===== src/rtl/minrv32_pkg.sv =====
// Shared types and constants for the minrv32 bus sequencer.
// Holds the state encoding, the reset instruction and the memory request bundle.
package minrv32_pkg;

  typedef enum logic [2:0] {
    StResetWait,
    StFetch,
    StDecode,
    StData,
    StCommit,
    StHalt
  } seq_state_e;

  localparam logic [31:0] NOP_INSN = 32'h0000_0013;

  typedef struct packed {
    logic [31:0] addr;
    logic [31:0] wdata;
    logic [3:0]  wstrb;
    logic        instr;
  } mem_req_t;

endpackage


===== src/rtl/minrv32_wait_timer.sv =====
// Per-request wait counter with an optional timeout compare.
// A TIMEOUT_CYCLES of zero disables the timeout; the counter then just wraps.
module minrv32_wait_timer
  import minrv32_pkg::*;
#(
  parameter int unsigned TIMEOUT_CYCLES = 1023,
  parameter int unsigned WAIT_W         = 10
) (
  input  logic clk_i,
  input  logic reset_i,
  input  logic clear_i,
  input  logic busy_i,
  input  logic ready_i,
  output logic timeout_o
);

  logic [WAIT_W-1:0] count_q, count_d;

  always_comb begin
    count_d = count_q;
    if (clear_i) begin
      count_d = '0;
    end else if (busy_i && !ready_i) begin
      count_d = count_q + WAIT_W'(1);
    end
  end

  always_ff @(posedge clk_i) begin
    if (reset_i) begin
      count_q <= '0;
    end else begin
      count_q <= count_d;
    end
  end

  // A ready in the compare cycle takes precedence over the timeout.
  assign timeout_o = (TIMEOUT_CYCLES != 0) && busy_i && !ready_i &&
                     (count_q == WAIT_W'(TIMEOUT_CYCLES));

endmodule


===== src/rtl/minrv32_bus_sequencer.sv =====
// Multi-cycle sequencer sharing one memory port between instruction fetch and
// load/store for the single-cycle minrv32 core; pulses core_step once per commit.
module minrv32_bus_sequencer
  import minrv32_pkg::*;
#(
  parameter logic [31:0] PROGADDR_RESET = 32'h0000_0000,
  parameter int unsigned TIMEOUT_CYCLES = 1023,
  parameter int unsigned WAIT_W         = 10
) (
  input  logic        clk,
  input  logic        reset,
  input  logic [31:0] core_pc,
  input  logic        core_mem_valid,
  input  logic [31:0] core_mem_addr,
  input  logic [31:0] core_mem_wdata,
  input  logic [3:0]  core_mem_wstrb,
  input  logic [3:0]  core_mem_rmask,
  input  logic        core_trap,
  output logic [31:0] core_insn,
  output logic [31:0] core_mem_rdata,
  output logic        core_step,
  output logic        mem_valid,
  output logic        mem_instr,
  input  logic        mem_ready,
  output logic [31:0] mem_addr,
  output logic [31:0] mem_wdata,
  output logic [3:0]  mem_wstrb,
  input  logic [31:0] mem_rdata,
  output logic        halted,
  output logic        bus_error,
  output logic [63:0] retired
);

  seq_state_e  state_q, state_d;
  logic [31:0] insn_q, insn_d;
  logic [31:0] rdata_q, rdata_d;
  logic [63:0] retired_q, retired_d;
  logic        bus_error_q, bus_error_d;
  logic        first_fetch_q, first_fetch_d;
  logic        timeout;
  logic        wait_clear;
  mem_req_t    req;

  // The full word is latched; byte selection is left to the core.
  logic unused_rmask;
  assign unused_rmask = ^core_mem_rmask;

  minrv32_wait_timer #(
    .TIMEOUT_CYCLES(TIMEOUT_CYCLES),
    .WAIT_W        (WAIT_W)
  ) u_wait_timer (
    .clk_i    (clk),
    .reset_i  (reset),
    .clear_i  (wait_clear),
    .busy_i   (mem_valid),
    .ready_i  (mem_ready),
    .timeout_o(timeout)
  );

  always_ff @(posedge clk) begin
    if (reset) begin
      state_q <= StResetWait;
    end else begin
      state_q <= state_d;
    end
  end

  always_comb begin
    state_d = state_q;
    unique case (state_q)
      StResetWait: state_d = StFetch;
      StFetch: begin
        if (mem_ready) begin
          state_d = StDecode;
        end else if (timeout) begin
          state_d = StHalt;
        end
      end
      StDecode: begin
        if (core_trap) begin
          state_d = StHalt;
        end else if (core_mem_valid) begin
          state_d = StData;
        end else begin
          state_d = StCommit;
        end
      end
      StData: begin
        if (mem_ready) begin
          state_d = StCommit;
        end else if (timeout) begin
          state_d = StHalt;
        end
      end
      StCommit: state_d = StFetch;
      StHalt:   state_d = StHalt;
      default:  state_d = StResetWait;
    endcase
  end

  always_comb begin
    req       = '0;
    mem_valid = 1'b0;
    core_step = 1'b0;
    halted    = 1'b0;
    unique case (state_q)
      StFetch: begin
        mem_valid = 1'b1;
        req.instr = 1'b1;
        req.addr  = first_fetch_q ? PROGADDR_RESET : core_pc;
      end
      StData: begin
        mem_valid = 1'b1;
        req.addr  = core_mem_addr;
        req.wdata = core_mem_wdata;
        req.wstrb = core_mem_wstrb;
      end
      StCommit: core_step = 1'b1;
      StHalt:   halted    = 1'b1;
      default: ;
    endcase
  end

  assign mem_instr = req.instr;
  assign mem_addr  = req.addr;
  assign mem_wdata = req.wdata;
  assign mem_wstrb = req.wstrb;

  // Counter restarts only when a new request phase is entered.
  assign wait_clear = (state_d != state_q) && ((state_d == StFetch) || (state_d == StData));

  always_comb begin
    insn_d        = insn_q;
    rdata_d       = rdata_q;
    retired_d     = retired_q;
    bus_error_d   = bus_error_q | timeout;
    first_fetch_d = first_fetch_q;
    if ((state_q == StFetch) && mem_ready) begin
      insn_d        = mem_rdata;
      first_fetch_d = 1'b0;
    end
    if ((state_q == StData) && mem_ready && (core_mem_wstrb == 4'b0000)) begin
      rdata_d = mem_rdata;
    end
    if (core_step) begin
      retired_d = retired_q + 64'd1;
    end
  end

  always_ff @(posedge clk) begin
    if (reset) begin
      insn_q        <= NOP_INSN;
      rdata_q       <= '0;
      retired_q     <= '0;
      bus_error_q   <= 1'b0;
      first_fetch_q <= 1'b1;
    end else begin
      insn_q        <= insn_d;
      rdata_q       <= rdata_d;
      retired_q     <= retired_d;
      bus_error_q   <= bus_error_d;
      first_fetch_q <= first_fetch_d;
    end
  end

  assign core_insn      = insn_q;
  assign core_mem_rdata = rdata_q;
  assign retired        = retired_q;
  assign bus_error      = bus_error_q;

endmodule


===== config.mk =====
export PLATFORM = sky130hd
export DESIGN_NAME = minrv32_bus_sequencer
export DESIGN_NICKNAME = d
export VERILOG_FILES = /design/src/rtl/minrv32_pkg.sv /design/src/rtl/minrv32_wait_timer.sv /design/src/rtl/minrv32_bus_sequencer.sv
export SDC_FILE = /design/constraint.sdc
export NUM_CORES = 1
export LEC_CHECK = 0
export ABC_CLOCK_PERIOD_IN_PS = 4400
export BUFFER_PORTS_ARGS = -buffer_cell sky130_fd_sc_hd__buf_2
export CAP_MARGIN = 20
export CORE_AREA = 5 5 130 132
export DETAILED_ROUTE_END_ITERATION = 8
export DIE_AREA = 0 0 135 137
export PLACE_DENSITY = 0.83
export REMOVE_ABC_BUFFERS = 1
export SLEW_MARGIN = 20
export SYNTH_ARGS = -nofsm -noshare
export SYNTH_HDL_FRONTEND = slang
export SYNTH_HIERARCHICAL = 1
export SYNTH_SLANG_ARGS = --single-unit

===== constraint.sdc =====
create_clock -name clk -period 4.4 [get_ports clk]
set_input_delay 0.44 -clock clk [delete_from_list [all_inputs] [get_ports clk]]
set_output_delay 0.44 -clock clk [all_outputs]
set_load 0.02 [all_outputs]

==> metrics.txt <==
Tcrit/Tclk final=74.0%; Final Hold Viols=0; slew margin rel.=39.7%; utilization after layout=58.4%; via/cell ratio=5.34; Die X=135 µm; crit path kind=reg -> reg; vias=7,367; setup bufs post-CTS=0; DR WL/cell=17.0 µm; DRT antenna net count=0; total number of yosys warnings=6; total grt overflow=0; Hold Path Class=in -> reg; PwrDens=348 nW/µm²; Netlist cell types=44; RSZ-0062 raised after global routing=false; Crit-path slowest cell=nor4_1; CP Launch Type=flop; sequential area share after synthesis=43.1%; VDD IR max=0.000269 V; Clock Skew=14.9 ps; clk sinks=143; I/O Pins=342; Lkg Pwr=0.00412 µW; top cells by area, synth=dfxtp_1, nand2_1, a21oi_1, a22o_1, and3_1; Reg area=2860 µm²; vias in the first global route=6,881; CTS clock-pin slew for the worst setup and hold paths=60 ps; drt pass-1 iters=5; largest area contributor in the netlist=dfxtp_1; Tot GR Track Use=23.8%; Routed WL=23.4 mm; TritonCTS clock tree=built; share of the synthesized area in the top cell type=43.1%; CP peak stage delay=680 ps; Max Cap Viol=0; num rows=46; Detailed Place HPWL=17.1 mm; Post-Syn Instances=835; CTS Buffer Depth=2; Setup TNS Final=0 ps; DIE AREA=18,500 µm²; Post-layout nets=1,291; mapped cell area=6650 µm²; Max Slew Vio Count=0; RePlAce Congestion=0.882; crit path capture type=flop; average cell area after synthesis=7.96 µm²; largest fanout on the critical path=10; fillers=1,379; area taken by multi-input logic gates=3520 µm²; first-pass GRT wire length=34.9 mm; area delta synth->final=37.0%; CTS Root Cell=clkbuf_16; WP data arrival=3590 ps; status=finished, final reports clean; I/O Buffers=337; Setup Viol. Count Final=0; worst-margin pin slew=896 ps; hold buffers post-CTS=0; layout cells sized above 1=34.4%; post-layout min period=3260 ps; cell breakdown of the critical path=nand2b_1 -> inv_1 -> nand4b_1 -> nor4_1 -> nor2_1 -> o21ai_0 -> o311ai_0 -> o41ai_1 -> nor3_1 -> nor2_1 -> nand2_1 -> o41ai_1; residual DRC count=0; initial antenna violation count=4; pin count of the biggest net entering global routing=80; Max Freq=307 MHz; Starting Density=42.6%; post-CTS sizing=0; Seq cells post-synth=143; Worst EP required=4740 ps; core area=15,600 µm²; Worst-Skew Late Latency=440 ps; Die Y=137 µm; # H-tree levels=4; Starting DRT DRC Count=501; CTS buffer count=17
==> metrics by stage <==
step | setup WS (ps) | total power, µW | hold WS (ps) | std cells | cell area [µm²]
final | 1140 | 3170 | 235 | 1380 | 9100
after global routing | 764 | 3270 | 243 | 1380 | 9100
after CTS | 1110 | 3180 | 220 | 1377 | 9090
after detailed placement | 1200 | 1670 | 441 | 1345 | 8470
after global placement | 1370 | 1660 | 436 | 1345 | 8470
after floorplan | 795 | 1500 | 427 | 784 | 6430
==> cells in the mapped netlist, drive strengths merged <==
cell,instances
a2111oi,1
a21o,3
mux2i,4
nor2,51
ha,2
a31o,2
nand3b,4
dfxtp,143
nand4bb,1
and2,4
inv,16
nor3,15
clkinv,1
or3,27
nand4,33
and3,39
a211oi,1
or3b,1
a21oi,99
and4,5
nor4,18
nand2b,3
buf,5
or4,7
nor2b,3
xor2,23
or4b,2
o21ai,28
o311ai,2
nand3,24
nand2,164
or2,3
xnor2,10
clkbuf,46
a22o,32
nand4b,4
o41ai,2
o31ai,7
==> cell type report <==
cell class                 instances  share of cell area [%]
antenna                            3                  0.0825
sequential                       143                    31.5
inverter                          17                   0.701
tap                              216                    2.97
timing repair buffer             345                    19.2
multi-input combinational        624                    38.7
clock buffer                      17                    4.67
clock inverter                    15                    2.16
==> where the power goes <==
group	switching, µW	total [µW]	internal (µW)	leakage (µW)
Clock	618	1530	910	0.000302
Sequential	21.7	1340	1320	0.00116
Combinational	190	305	116	0.00266
Total	829	3170	2340	0.00412
==> metal layers <==
layer / routed length, µm / GRT usage [%] / vias to the layer above
met5: 0 / 0 / -
met4: 462 / 9.80 / 0
met3: 1990 / 6.69 / 34
met2: 11600 / 40.1 / 270
met1: 9440 / 28.6 / 3470
li1: - / - / 3593
==> sequential cells by signal, summed over array words and instances, names as in the netlist <==
| name | count |
|---|---|
| u_wait_timer/count_q | 10 |
| core_insn | 32 |
| bus_error | 1 |
| core_mem_rdata | 32 |
| retired | 64 |
| first_fetch_q | 1 |
| state_q | 3 |
==> worst max-delay path, delay by kind of cell (launching register included) <==
kind                   cells  cell delay, ps
AO/OA/AOI/OAI              4             660
buffers and inverters      1             140
flip-flops                 1             510
AND/OR/NAND/NOR            7            1850
==> placed cells by master (no fill, tap or decap), types with 7 or more instances in the layout <==
master / netlist / final
nor3_1: 14 / 13
a22o_1: 32 / 32
o21ai_0: 28 / 28
o31ai_1: 7 / 7
xnor2_1: 10 / 10
nand4_1: 29 / 29
nor2_1: 51 / 50
clkbuf_16: 0 / 17
xor2_1: 23 / 23
dfxtp_1: 143 / 142
nand2_1: 164 / 164
a21oi_1: 99 / 99
or3_1: 26 / 26
nand3_1: 24 / 24
inv_6: 0 / 7
or4_1: 7 / 7
buf_2: 3 / 336
nor4_1: 12 / 12
buf_4: 0 / 9
and3_1: 39 / 39
inv_1: 16 / 16
==> worst paths after layout <==
kind / start / end / slack [ps] / depth (start not counted)
setup / recovery: state_q[0]$_SDFF_PP0_ / u_wait_timer/count_q[7]$_SDFFE_PP0P_ / 1140 / 12
hold / removal: mem_rdata[0] / core_insn[0]$_SDFFE_PP1P_ / 240 / 3
setup reg to reg: state_q[0]$_SDFF_PP0_ / u_wait_timer/count_q[7]$_SDFFE_PP0P_ / 1140 / 12
hold reg to reg: core_mem_rdata[12]$_SDFFE_PP0P_ / core_mem_rdata[12]$_SDFFE_PP0P_ / 450 / 2
==> cell families (layout without fill, tap and decap cells) <==
kind of cell               count (synthesis)  in the layout  synth area share [%]
other                                      0              3                     0
xor gates and xnor gates                  33             33                  4.35
and+or+nand+nor                          408            408                  31.5
adders and majority gates                  2              2                 0.377
buffers and inverters                     68            394                  4.12
muxes                                      4              4                 0.603
DFF                                      143            143                  43.1
AOI/OAI and AO/OA                        177            177                  15.9
No activity file was read; power rests on OpenSTA's default activity.
